$ cat src/rtl/riscv_pkg.sv
// ============================================================================
// Module : riscv_pkg
// Brief  : Shared RV32I opcode, funct and ALU control constants for ID/EX.
// Rev    : 1.0  initial release
// ============================================================================
`default_nettype none

package riscv_pkg;

  localparam logic [6:0] OP_RTYPE  = 7'b0110011;
  localparam logic [6:0] OP_IALU   = 7'b0010011;
  localparam logic [6:0] OP_LOAD   = 7'b0000011;
  localparam logic [6:0] OP_STORE  = 7'b0100011;
  localparam logic [6:0] OP_BRANCH = 7'b1100011;

  localparam logic [6:0] F7_BASE = 7'b0000000;
  localparam logic [6:0] F7_ALT  = 7'b0100000;

  localparam logic [3:0] ALU_ADD  = 4'b0000;
  localparam logic [3:0] ALU_SUB  = 4'b0001;
  localparam logic [3:0] ALU_SLT  = 4'b0010;
  localparam logic [3:0] ALU_OR   = 4'b0011;
  localparam logic [3:0] ALU_AND  = 4'b0100;
  localparam logic [3:0] ALU_SLTU = 4'b0101;

  localparam logic [2:0] F3_ADD  = 3'b000;
  localparam logic [2:0] F3_SLT  = 3'b010;
  localparam logic [2:0] F3_SLTU = 3'b011;
  localparam logic [2:0] F3_OR   = 3'b110;
  localparam logic [2:0] F3_AND  = 3'b111;
  localparam logic [2:0] F3_WORD = 3'b010;

  localparam logic [2:0] F3_BEQ  = 3'b000;
  localparam logic [2:0] F3_BNE  = 3'b001;
  localparam logic [2:0] F3_BLT  = 3'b100;
  localparam logic [2:0] F3_BGE  = 3'b101;
  localparam logic [2:0] F3_BLTU = 3'b110;
  localparam logic [2:0] F3_BGEU = 3'b111;

  typedef struct packed {
    logic regwrite;
    logic memread;
    logic memwrite;
    logic branch;
    logic br_on_zero;
    logic illegal;
  } ctrl_t;

  // Returns {supported, aluctl} for the funct3 space shared by R-type and I-ALU.
  function automatic logic [4:0] alu_f3_decode(input logic [2:0] f3);
    logic [4:0] r;
    case (f3)
      F3_ADD:  r = {1'b1, ALU_ADD};
      F3_SLT:  r = {1'b1, ALU_SLT};
      F3_SLTU: r = {1'b1, ALU_SLTU};
      F3_OR:   r = {1'b1, ALU_OR};
      F3_AND:  r = {1'b1, ALU_AND};
      default: r = {1'b0, ALU_ADD};
    endcase
    return r;
  endfunction

endpackage

`default_nettype wire

$ cat src/rtl/alu_ctl_decode.sv
// ============================================================================
// Module : alu_ctl_decode
// Brief  : Combinational instruction decode to ALU control, B select, imm, ctrl.
// Rev    : 1.0  initial release
// ============================================================================
`default_nettype none

module alu_ctl_decode
  import riscv_pkg::*;
#(
  parameter int XLEN = 32
) (
  input  logic [31:0]     inst_i,
  output logic [3:0]      aluctl_o,
  output logic            bsel_o,
  output logic [XLEN-1:0] imm_o,
  output ctrl_t           ctrl_o
);

  logic [6:0]      opcode;
  logic [2:0]      f3;
  logic [6:0]      f7;
  logic [XLEN-1:0] imm_i;
  logic [XLEN-1:0] imm_s;
  logic [XLEN-1:0] imm_b;
  logic [4:0]      f3_dec;
  logic            unused_rs1_field;

  assign opcode = inst_i[6:0];
  assign f3     = inst_i[14:12];
  assign f7     = inst_i[31:25];
  assign f3_dec = alu_f3_decode(f3);
  assign unused_rs1_field = ^inst_i[19:15];

  assign imm_i = {{(XLEN-12){inst_i[31]}}, inst_i[31:20]};
  assign imm_s = {{(XLEN-12){inst_i[31]}}, inst_i[31:25], inst_i[11:7]};
  assign imm_b = {{(XLEN-13){inst_i[31]}}, inst_i[31], inst_i[7], inst_i[30:25], inst_i[11:8], 1'b0};

  always_comb begin
    aluctl_o = ALU_ADD;
    bsel_o   = 1'b0;
    imm_o    = '0;
    ctrl_o   = '0;
    case (opcode)
      OP_RTYPE: begin
        if (f7 == F7_BASE && f3_dec[4]) begin
          aluctl_o        = f3_dec[3:0];
          ctrl_o.regwrite = 1'b1;
        end else if (f7 == F7_ALT && f3 == F3_ADD) begin
          aluctl_o        = ALU_SUB;
          ctrl_o.regwrite = 1'b1;
        end else begin
          ctrl_o.illegal = 1'b1;
        end
      end
      OP_IALU: begin
        if (f3_dec[4]) begin
          aluctl_o        = f3_dec[3:0];
          bsel_o          = 1'b1;
          imm_o           = imm_i;
          ctrl_o.regwrite = 1'b1;
        end else begin
          ctrl_o.illegal = 1'b1;
        end
      end
      OP_LOAD: begin
        if (f3 == F3_WORD) begin
          bsel_o          = 1'b1;
          imm_o           = imm_i;
          ctrl_o.memread  = 1'b1;
          ctrl_o.regwrite = 1'b1;
        end else begin
          ctrl_o.illegal = 1'b1;
        end
      end
      OP_STORE: begin
        if (f3 == F3_WORD) begin
          bsel_o          = 1'b1;
          imm_o           = imm_s;
          ctrl_o.memwrite = 1'b1;
        end else begin
          ctrl_o.illegal = 1'b1;
        end
      end
      OP_BRANCH: begin
        ctrl_o.branch = 1'b1;
        imm_o         = imm_b;
        case (f3)
          F3_BEQ:  begin aluctl_o = ALU_SUB;  ctrl_o.br_on_zero = 1'b1; end
          F3_BNE:  begin aluctl_o = ALU_SUB;  ctrl_o.br_on_zero = 1'b0; end
          F3_BLT:  begin aluctl_o = ALU_SLT;  ctrl_o.br_on_zero = 1'b0; end
          F3_BGE:  begin aluctl_o = ALU_SLT;  ctrl_o.br_on_zero = 1'b1; end
          F3_BLTU: begin aluctl_o = ALU_SLTU; ctrl_o.br_on_zero = 1'b0; end
          F3_BGEU: begin aluctl_o = ALU_SLTU; ctrl_o.br_on_zero = 1'b1; end
          default: begin
            ctrl_o.branch  = 1'b0;
            ctrl_o.illegal = 1'b1;
            imm_o          = '0;
          end
        endcase
      end
      default: ctrl_o.illegal = 1'b1;
    endcase
  end

endmodule

`default_nettype wire

$ cat src/rtl/id_ex_alu_issue.sv
// ============================================================================
// Module : id_ex_alu_issue
// Brief  : ID/EX pipeline register feeding the EX ALU, valid/ready + flush.
//          Optional operand forwarding from MEM/WB under macro FWD_EN.
// Rev    : 1.0  initial release
// ============================================================================
`default_nettype none

module id_ex_alu_issue
  import riscv_pkg::*;
#(
  parameter int XLEN   = 32,
  parameter int REG_AW = 5
) (
  input  logic              clk,
  input  logic              rst,
  input  logic              id_valid,
  output logic              id_ready,
  input  logic [31:0]       id_inst,
  input  logic [XLEN-1:0]   id_rs1_data,
  input  logic [XLEN-1:0]   id_rs2_data,
  input  logic              flush,
  output logic              ex_valid,
  input  logic              ex_ready,
  output logic [XLEN-1:0]   ex_a,
  output logic [XLEN-1:0]   ex_b,
  output logic [3:0]        ex_aluctl,
  output logic [XLEN-1:0]   ex_imm,
  output logic [XLEN-1:0]   ex_rs2_data,
  output logic [REG_AW-1:0] ex_rd,
  output logic              ex_regwrite,
  output logic              ex_memread,
  output logic              ex_memwrite,
  output logic              ex_branch,
  output logic              ex_br_on_zero,
  output logic              ex_illegal
`ifdef FWD_EN
  ,
  input  logic              mem_fwd_we,
  input  logic [REG_AW-1:0] mem_fwd_rd,
  input  logic [XLEN-1:0]   mem_fwd_data,
  input  logic              wb_fwd_we,
  input  logic [REG_AW-1:0] wb_fwd_rd,
  input  logic [XLEN-1:0]   wb_fwd_data
`endif
);

  logic [3:0]      dec_aluctl;
  logic            dec_bsel;
  logic [XLEN-1:0] dec_imm;
  ctrl_t           dec_ctrl;

  alu_ctl_decode #(.XLEN(XLEN)) u_dec (
    .inst_i   (id_inst),
    .aluctl_o (dec_aluctl),
    .bsel_o   (dec_bsel),
    .imm_o    (dec_imm),
    .ctrl_o   (dec_ctrl)
  );

  logic [XLEN-1:0] op_a;
  logic [XLEN-1:0] op_rs2;

`ifdef FWD_EN
  logic [REG_AW-1:0] rs1_idx;
  logic [REG_AW-1:0] rs2_idx;
  assign rs1_idx = REG_AW'(id_inst[19:15]);
  assign rs2_idx = REG_AW'(id_inst[24:20]);

  // MEM holds the younger result, so it wins over WB.
  always_comb begin
    op_a = id_rs1_data;
    if (rs1_idx != '0 && mem_fwd_we && mem_fwd_rd == rs1_idx)     op_a = mem_fwd_data;
    else if (rs1_idx != '0 && wb_fwd_we && wb_fwd_rd == rs1_idx)  op_a = wb_fwd_data;
    op_rs2 = id_rs2_data;
    if (rs2_idx != '0 && mem_fwd_we && mem_fwd_rd == rs2_idx)     op_rs2 = mem_fwd_data;
    else if (rs2_idx != '0 && wb_fwd_we && wb_fwd_rd == rs2_idx)  op_rs2 = wb_fwd_data;
  end
`else
  assign op_a   = id_rs1_data;
  assign op_rs2 = id_rs2_data;
`endif

  logic            valid_q,  valid_d;
  logic [XLEN-1:0] a_q,      a_d;
  logic [XLEN-1:0] b_q,      b_d;
  logic [3:0]      aluctl_q, aluctl_d;
  logic [XLEN-1:0] imm_q,    imm_d;
  logic [XLEN-1:0] rs2_q,    rs2_d;
  logic [REG_AW-1:0] rd_q,   rd_d;
  ctrl_t           ctrl_q,   ctrl_d;
  logic            xfer;

  assign id_ready = !flush && (!valid_q || ex_ready);
  assign xfer     = id_valid && id_ready;

  always_comb begin
    valid_d  = valid_q;
    a_d      = a_q;
    b_d      = b_q;
    aluctl_d = aluctl_q;
    imm_d    = imm_q;
    rs2_d    = rs2_q;
    rd_d     = rd_q;
    ctrl_d   = ctrl_q;
    if (flush) begin
      valid_d = 1'b0;
    end else if (xfer) begin
      valid_d  = 1'b1;
      a_d      = op_a;
      b_d      = dec_bsel ? dec_imm : op_rs2;
      aluctl_d = dec_aluctl;
      imm_d    = dec_imm;
      rs2_d    = op_rs2;
      rd_d     = dec_ctrl.memwrite ? '0 : REG_AW'(id_inst[11:7]);
      ctrl_d   = dec_ctrl;
    end else if (valid_q && ex_ready) begin
      valid_d = 1'b0;
    end
  end

  always_ff @(posedge clk or posedge rst) begin
    if (rst) begin
      valid_q  <= 1'b0;
      a_q      <= '0;
      b_q      <= '0;
      aluctl_q <= '0;
      imm_q    <= '0;
      rs2_q    <= '0;
      rd_q     <= '0;
      ctrl_q   <= '0;
    end else begin
      valid_q  <= valid_d;
      a_q      <= a_d;
      b_q      <= b_d;
      aluctl_q <= aluctl_d;
      imm_q    <= imm_d;
      rs2_q    <= rs2_d;
      rd_q     <= rd_d;
      ctrl_q   <= ctrl_d;
    end
  end

  assign ex_valid      = valid_q;
  assign ex_a          = a_q;
  assign ex_b          = b_q;
  assign ex_aluctl     = aluctl_q;
  assign ex_imm        = imm_q;
  assign ex_rs2_data   = rs2_q;
  assign ex_rd         = rd_q;
  assign ex_regwrite   = ctrl_q.regwrite;
  assign ex_memread    = ctrl_q.memread;
  assign ex_memwrite   = ctrl_q.memwrite;
  assign ex_branch     = ctrl_q.branch;
  assign ex_br_on_zero = ctrl_q.br_on_zero;
  assign ex_illegal    = ctrl_q.illegal;

endmodule

`default_nettype wire

$ cat config.mk
export PLATFORM = sky130hd
export DESIGN_NAME = id_ex_alu_issue
export DESIGN_NICKNAME = d
export VERILOG_FILES = /design/src/rtl/riscv_pkg.sv /design/src/rtl/alu_ctl_decode.sv /design/src/rtl/id_ex_alu_issue.sv
export SDC_FILE = /design/constraint.sdc
export NUM_CORES = 1
export LEC_CHECK = 0
export ABC_AREA = 1
export CORE_MARGIN = 4
export CORE_UTILIZATION = 47
export CTS_BUF_LIST = sky130_fd_sc_hd__clkbuf_8
export DETAILED_ROUTE_END_ITERATION = 16
export MAX_ROUTING_LAYER = met4
export PLACE_DENSITY = 0.86
export REMOVE_ABC_BUFFERS = 1
export SYNTH_ARGS = -nofsm -noshare
export SYNTH_HDL_FRONTEND = slang
export SYNTH_SLANG_ARGS = --single-unit
$ cat constraint.sdc
create_clock -name clk -period 7.2 [get_ports clk]
set_input_delay 1.8 -clock clk [delete_from_list [all_inputs] [get_ports clk]]
set_output_delay 1.8 -clock clk [all_outputs]
set_load 0.005 [all_outputs]
==> flow_summary.ini, run 1 <==
[status]
status = finished clean

[clock_tree]
cts_buffer_depth = 2
cts_resized = 0
cts_inserted_buffers = 17
cts.clk_slew.worst_paths_ps = 70
cts_tree = done
clkLatencyLatePin_ps = 420
postCtsSetupBuffers = 0
holdBufCountCts = 0
cts_sinks = 124
cts_root_buf = clkbuf_8
cts_max_level = 4

[worst_setup_path]
crit_type = in -> out
r2r_start = ex_valid
cp-start-kind = input port
end_kind = output pin
path_cells = clkdlybuf4s50_1 -> nor2_1 -> nor2_1 -> clkdlybuf4s50_1
rr_endpoint = ex_memread
worstPathArrival_ps = 3080
critPathMaxStageDelay_ps = 560
r2r_cells = 6
cp_slowest_cell = clkdlybuf4s50_1
path_max_fanout = 2
r2r_slack_ps = 5110
crit_required_ps = 5400

[floorplan]
ioPinCount = 246
die_h_microns = 122.6
rows = 41
start_util_pct = 48.48
die_w_microns = 122.6
core_area_sq_um = 12720
dieArea_sq_um = 15020

[synthesis]
synth_largest_area_cell = dfrtp_1
synth.area.top_cells = dfrtp_1, nand2_1, nand3_1
yosysUniqueCellTypes = 32
syn_area_sq_um = 6167
yosys_register_bits = 124
syn_avg_cell_area_sq_um = 7.927
synth_top_area_share_pct = 50.31
ys_warn_count = 0
yosysSeqAreaShare_pct = 50.31
synthCells = 778

[sta]
relSlewSlack_pct = 35.95
finalClockSkew_ps = 6.627
rsz0062_at_grt = false
worstMarginPinSlew_ps = 960.8
setup_viol = 0
drv_slew = 0
max_freq_ghz = 0.2048
period_share_pct = 67.83
setup_tns_ps = 0
hold_violations = 0
finalCriticalPeriod_ps = 4884

[routing]
postRouteAntennaNets = 0
dr_total_vias = 5765
drt_wl_total_microns = 17190
dr.pass1.iters = 5
avgViaCountPerCell = 4.927
drt_iter0_markers = 437
drc_errors = 0
routedWlPerCell_microns = 14.69

[grt]
grt_overflow_total = 0
grt_pass1_vias = 5784
antenna_found_initial = 0
grt_pass1_wl_microns = 27790
track_usage_pct = 24.33
grt_start_max_net_pins = 102

[layout]
nets = 1087
antennaDiodeCount = 0
area_delta_synth_final_pct = 44.17
fin_cells = 1170
post_route_cells_drive_above_1_share_pct = 12.53

[hold_path]
min_delay_path_depth = 2
hp-class = reg -> reg
hold_end = ex_a[11]
hp-start = ex_a[11]

[placed_design]
hpwl_microns = 12240
numPortBuffers = 239
place_congestion = 0.9132
placed_cells = 1139

[pwr]
p_per_area_nw_per_um2 = 216.0
p_leak_nw = 4.386
irDropWorstVdd_uv = 107.5

[run]
maxCapViolCount = 0
## state kept, by name, indices dropped and copies added, names as in the netlist
signal         cells
ex_a              32
ex_aluctl          3
ex_b              32
ex_br_on_zero      1
ex_branch          1
ex_illegal         1
ex_imm            13
ex_memread         1
ex_memwrite        1
ex_rd              5
ex_regwrite        1
ex_rs2_data       32
ex_valid           1
## logic make-up (layout without fill, tap and decap cells)
logic type	count (synthesis)	after routing	synth area share, %
and+or+nand+nor	494	494	36.19
buffers and inverters	119	339	9.576
other	1	1	0.06081
AOI/OAI and AO/OA	40	40	3.855
DFF	124	124	50.31
## where the power goes
part	internal [mW]	switching, mW	leakage, nW
sequential	0.785	0.0496	1.53
combinational	0.261	0.176	2.63
clock	0.386	0.263	0.228
total	1.43	0.489	4.39
## cell usage after synthesis (all sizes together)
cell	count
nand2	322
dfrtp	124
nand3	72
nor2	72
inv	64
buf	45
o21ai	27
or2	21
clkbuf	10
a22o	5
nor3	4
a21oi	3
o21a	3
nand4	2
conb	1
nor2b	1
o22ai	1
o31ai	1
## metal layers
layer	vias to the layer above	part of all wire [%]	track usage (%)
li1	2784	-	-
met1	2694	41	29.12
met2	261	48	39.40
met3	26	9.7	7.558
met4	0	1.4	7.908
met5	-	0	-
## critical path: cells and delay by family
kind | cells | cell delay [ps]
simple gates | 2 | 280
buf+inv | 2 | 1010
## area by class of cell
type                    instances  area (sq um)
multi-input cells             535          2481
inverters                      64         244.0
repair buffers                244          2430
clock buffers                  19         261.5
fillers                      1036          3831
well taps                     172         215.2
clock inverters                12         156.4
flip-flops and latches        124          3103
## how the worst max path moves through the flow
| stage | slack (ps) | start | endpoint |
|---|---|---|---|
| after floorplan | 1320 | ex_ready | ex_b[12] |
| after global placement | 2330 | ex_ready | id_ready |
| after detailed placement | 2300 | ex_ready | id_ready |
| after CTS | 2310 | ex_ready | id_ready |
| after global routing | 2270 | ex_ready | id_ready |
| final | 2320 | ex_ready | id_ready |
## per-stage QoR
step	instance area, sq um	utilization (%)	setup slack (ps)	hold WS (ps)	power (mW)
after floorplan	5817	-	1322	472.4	0.9971
after global placement	8473	66.60	2335	461.4	1.273
after detailed placement	8473	66.60	2300	464.2	1.287
after CTS	8891	69.89	2306	482.8	1.942
after global routing	8891	69.89	2265	499.0	2.018
final	8891	69.89	2317	478.3	1.921
## placed cells by master (no fill, tap or decap)
master           netlist  final
nand2_1              313    312
clkdlybuf4s50_1        0    239
dfrtp_1              124    124
nand3_1               70     70
inv_1                 54     58
nor2_2                42     42
nor2_1                24     24
or2_2                 21     21
clkbuf_8               0     19
o21ai_0               18     18
inv_2                 10      9
o21ai_1                8      8
nand2_2                6      6
a22o_1                 5      5
buf_4                 25      5
nand2_4                3      4
nor2_4                 4      4
nor3_1                 4      4
bufinv_16              0      4
clkinv_2               0      3
o21a_1                 3      3
nor2_8                 2      2
nand4_1                2      2
a21oi_1                2      2
nand3_4                1      1
nand3_2                1      1
a21oi_2                1      1
o21ai_2                1      1
nor2b_1                1      1
o22ai_1                1      1
inv_4                  0      1
o31ai_1                1      1
conb_1                 1      1
clkinvlp_4             0      1
(Power assumes the default switching activity.)
==> run 2: changes to the inputs <==
--- a/config.mk
+++ b/config.mk
@@ -7,11 +7,11 @@
 export LEC_CHECK = 0
 export ABC_AREA = 1
 export CORE_MARGIN = 4
-export CORE_UTILIZATION = 47
+export CORE_UTILIZATION = 45
 export CTS_BUF_LIST = sky130_fd_sc_hd__clkbuf_8
 export DETAILED_ROUTE_END_ITERATION = 16
 export MAX_ROUTING_LAYER = met4
-export PLACE_DENSITY = 0.86
+export PLACE_DENSITY = 0.83
 export REMOVE_ABC_BUFFERS = 1
 export SYNTH_ARGS = -nofsm -noshare
 export SYNTH_HDL_FRONTEND = slang
==> constraint.sdc (replaced) <==
create_clock -name clk -period 4.8 [get_ports clk]
set_input_delay 1.2 -clock clk [delete_from_list [all_inputs] [get_ports clk]]
set_output_delay 1.2 -clock clk [all_outputs]
set_load 0.005 [all_outputs]
==> run 2 against run 1 <==
Register-to-register slack worse by 2600 ps; final cell count is 0.26% higher; sequential share of layout area hardly changed; combinational power is 50% higher; routed wire length is 0.96% lower; clock-buffer cell count is 1 higher; non-clock buffer count is 1 higher; critical path depth stayed put; setup slack worse by 1200 ps; largest cell class unchanged.
==> flow_summary.ini, run 2 (same netlist as run 1, synthesis figures left out) <==
[sta]
setup_viol = 0
worstMarginPinSlew_ps = 879.9
rsz0062_at_grt = false
hold_ws_ps = 476.5
max_freq_ghz = 0.2721
hold_violations = 0
period_share_pct = 76.56
finalCriticalPeriod_ps = 3675
drv_slew = 0
relSlewSlack_pct = 41.34
finalClockSkew_ps = 5.230
setup_tns_ps = 0
setup_ws_ps = 1125

[pwr]
p_seq_share_pct = 44.0
p_per_area_nw_per_um2 = 319.2
p_sw_mw = 0.7296
p_comb_share_pct = 23.1
swShare_pct = 25.68
irDropWorstVdd_uv = 207.9
p_leak_nw = 4.372
internal-power_mw = 2.111
p_clk_share_pct = 32.9

[run]
maxCapViolCount = 0

[grt]
grt_start_max_net_pins = 99
grt_overflow_total = 0
track_usage_pct = 22.75
grt_pass1_wl_microns = 27820
antenna_found_initial = 0
grt_pass1_vias = 5449

[routing]
dr.pass1.iters = 4
avgViaCountPerCell = 4.831
drt_iter0_markers = 410
dr_total_vias = 5667
routedWlPerCell_microns = 14.51
drc_errors = 0
drt_wl_total_microns = 17020
postRouteAntennaNets = 0

[clock_tree]
cts_resized = 0
clkLatencyLatePin_ps = 430
cts_buffer_depth = 2
cts_tree = done
postCtsSetupBuffers = 0
cts_root_buf = clkbuf_8
cts_inserted_buffers = 17
cts_sinks = 124
cts.clk_slew.worst_paths_ps = 70
cts_max_level = 4
holdBufCountCts = 0

[floorplan]
die_w_microns = 125.1
ioPinCount = 246
die_h_microns = 125.1
core_area_sq_um = 13350
start_util_pct = 46.20
dieArea_sq_um = 15640
rows = 42

[worst_setup_path]
crit_required_ps = 3600
path_cells = clkdlybuf4s50_1 -> nor2_1 -> nor2_1 -> clkdlybuf4s50_1
crit_type = in -> out
critical-path-top-delay-family = buffers and inverters
critPathMaxStageDelay_ps = 560
cp-start-kind = input port
critPathBufInv = 2
cp_slowest_cell = clkdlybuf4s50_1
path_max_fanout = 2
worstPathArrival_ps = 2470
end_kind = output pin

[placed_design]
placed_cells = 1144
place_congestion = 0.9106
numPortBuffers = 239
hpwl_microns = 12160
pre_cts_slack_ps = 1117

[status]
status = finished clean

[layout]
fin_cells = 1173
multi_input_area_sq_um = 2481
nets = 1088
mostFrequentLayoutCells = nand2_1, clkdlybuf4s50_1, dfrtp_1
antennaDiodeCount = 0
postLayoutCoreUtil_pct = 66.67
post_route_cells_drive_above_1_share_pct = 12.74
register_area_sq_um = 3103
area_delta_synth_final_pct = 44.29
fillCellCount = 1112
mostFrequentLayoutCell = nand2_1

[hold_path]
hp-class = reg -> reg
[run 2: changes by cell type in the layout (fill, tap and decap cells not counted)]
cell / delta
inv_1: -3
clkinvlp_4: +1
inv_6: +1
bufinv_16: -1
buf_12: +1
clkbuf_8: +1
inv_4: -1
[run 2: power by group through the flow]
stage,registers (mW),logic [mW],clock network (mW)
after detailed placement,1.27,0.663,0
after global routing,1.27,0.719,1.00
final,1.25,0.657,0.934
after floorplan,1.28,0.221,0
after CTS,1.25,0.667,0.963
after global placement,1.26,0.652,0
[run 2: final cells by class]
cell class,count,area share (%)
Clock inverter,9,1.378
Inverter,64,2.770
Tap cell,176,2.475
Clock buffer,20,3.093
Multi-Input combinational cell,535,27.88
Sequential cell,124,34.87
Timing Repair Buffer,245,27.53
[run 2: metal layers]
layer	GRT usage [%]	wire, microns
met1	29.29	7456
met2	35.37	8095
met3	6.055	1211
met4	7.207	259
met5	-	0
[run 2: path summary, 6_finish.rpt]
check | cells past startpoint | from | slack [ps] | to
setup / recovery | 4 | ex_ready | 1130 | id_ready
hold / removal | 2 | ex_a[15] | 480 | ex_a[15]
setup reg to reg | 9 | ex_valid | 2550 | ex_b[14]
hold reg to reg | 2 | ex_a[15] | 480 | ex_a[15]
max in group asynchronous | 3 | rst | 2680 | ex_rs2_data[13]
min in group asynchronous | 2 | rst | 1340 | ex_a[13]
[run 2: worst reg2reg max path, cell delays in order (launching register included)]
cell      delay [ps]
dfrtp_1          340
inv_1             40
nor2_1           120
nor2_1           100
nand2_4          360
clkinv_2         410
buf_12           310
or2_2            340
inv_1             80
nor2_2            40
[run 2: through the flow]
step,total power [mW],area (sq um)
after floorplan,1.496,5817
after detailed placement,1.930,8501
after global placement,1.913,8501
after CTS,2.881,8899
after global routing,2.993,8899
final,2.841,8899
==> run 3: changes to the inputs <==
==> constraint.sdc (replaced) <==
create_clock -name clk -period 3.6 [get_ports clk]
set_input_delay 0.9 -clock clk [delete_from_list [all_inputs] [get_ports clk]]
set_output_delay 0.9 -clock clk [all_outputs]
set_load 0.005 [all_outputs]
==> run 3 against run 2 <==
Via count decreased by 0.26%; sequential power increased by 34%; register-to-register slack got worse by 730 ps; clock-buffer cell count increased by 3; critical path type unchanged.
==> flow_summary.ini, run 3 (same netlist as run 1, synthesis figures left out) <==
[placed_design]
place_congestion = 0.8970
place_area_sq_um = 8571
hpwl_microns = 12240
placed_cells = 1150
numPortBuffers = 239
pre_cts_slack_ps = 542.2

[routing]
dr.pass1.iters = 5
avgViaCountPerCell = 4.782
dr_total_vias = 5652
drc_errors = 0
drt_wl_total_microns = 17110
routedWlPerCell_microns = 14.48
drt_iter0_markers = 395
postRouteAntennaNets = 0

[floorplan]
rows = 42
ioPinCount = 246
core_area_sq_um = 13350
start_util_pct = 46.20
dieArea_sq_um = 15640
die_w_microns = 125.1
die_h_microns = 125.1

[layout]
finalInstanceArea_sq_um = 8949
fillCellCount = 1135
multi_input_area_sq_um = 2481
mostFrequentLayoutCell = nand2_1
antennaDiodeCount = 0
mostFrequentLayoutCells = nand2_1, clkdlybuf4s50_1, dfrtp_1
area_delta_synth_final_pct = 45.10
fin_cells = 1182
nets = 1094
register_area_sq_um = 3103
post_route_cells_drive_above_1_share_pct = 13.72

[status]
status = finished clean

[pwr]
internal-power_mw = 2.683
p_sw_mw = 1.008
p_per_area_nw_per_um2 = 412.5
swShare_pct = 27.31
irDropWorstVdd_uv = 285.8
power.total_mw = 3.691
p_leak_nw = 4.388
p_comb_share_pct = 23.9
p_seq_share_pct = 45.1
p_clk_share_pct = 30.9

[grt]
antenna_found_initial = 0
track_usage_pct = 22.68
grt_pass1_vias = 5666
grt_pass1_wl_microns = 27860
grt_start_max_net_pins = 124
grt_overflow_total = 0

[sta]
worstMarginPinSlew_ps = 562.6
setup_ws_ps = 545.5
finalClockSkew_ps = 7.686
setup_tns_ps = 0
relSlewSlack_pct = 62.49
hold_violations = 0
finalCriticalPeriod_ps = 3055
period_share_pct = 84.85
rsz0062_at_grt = false
max_freq_ghz = 0.3274
setup_viol = 0
drv_slew = 0

[worst_setup_path]
startpoint = ex_ready
crit_required_ps = 2700
cp_slowest_cell = clkdlybuf4s50_1
path_cells = clkdlybuf4s50_1 -> nor2_1 -> nor2_1 -> clkdlybuf4s50_1
worstPathArrival_ps = 2150
r2r_start = ex_valid
path_max_fanout = 2
cp-start-kind = input port
end_kind = output pin
critPathMaxStageDelay_ps = 550
crit_type = in -> out

[clock_tree]
postCtsSetupBuffers = 0
holdBufCountCts = 0
clkLatencyLatePin_ps = 430
cts_inserted_buffers = 17
cts_resized = 0
cts_max_level = 4
cts.clk_slew.worst_paths_ps = 60
cts_tree = done
cts_sinks = 124
cts_buffer_depth = 2
cts_root_buf = clkbuf_8

[hold_path]
hp-start = ex_b[11]
hp-class = reg -> reg

[run]
maxCapViolCount = 0
run 3: cell types whose count changed in the layout (fill, tap and decap cells not counted), sizes merged:
cell and delta:
buf +6, bufinv -3, clkbuf +3, clkinvlp +3, clkinv +2, inv -2
run 3: routing by layer:
metal	vias up	GRT usage (%)	wire, microns
met5	-	-	0
met4	0	8.737	384
met3	28	6.482	1279
met2	238	34.10	7865
met1	2584	29.26	7582
li1	2802	-	-
run 3: critical path, delay by kind of cell:
| kind | cells | cell delay [ps] |
|---|---|---|
| simple gates | 2 | 240 |
| buf+inv | 2 | 1010 |
run 3: final timing paths:
kind | depth (start not counted) | slack (ps) | end
max in group asynchronous | 3 | 2070 | ex_regwrite
min in group asynchronous | 2 | 870 | ex_a[22]
worst max register to register | 9 | 1820 | ex_imm[1]
worst max-delay path | 4 | 550 | id_ready
worst min-delay path | 2 | 480 | ex_b[11]
worst min register to register | 2 | 480 | ex_b[11]
run 3: per-stage QoR:
stage / hold WS, ps / util, %
after floorplan: 472.4 / -
after global placement: 460.4 / 64.21
after detailed placement: 463.7 / 64.21
after CTS: 481.8 / 67.04
after global routing: 494.6 / 67.04
final: 478.8 / 67.04
run 3: area by class of cell:
| cell class | instances | share of cell area, % |
|---|---|---|
| flip-flops and latches | 124 | 34.68 |
| repair buffers | 251 | 28.16 |
| multi-input cells | 535 | 27.73 |
| clock buffers | 23 | 3.537 |
| inverters | 64 | 2.754 |
| well taps | 176 | 2.461 |
| clock inverters | 9 | 0.6851 |
run 3: power by group through the flow:
stage	Combinational [mW]	Sequential (mW)	Clock, mW
after detailed placement	0.892	1.69	0
after global routing	0.969	1.69	1.23
after CTS	0.897	1.67	1.17
after floorplan	0.294	1.70	0
final	0.883	1.67	1.14
after global placement	0.878	1.68	0
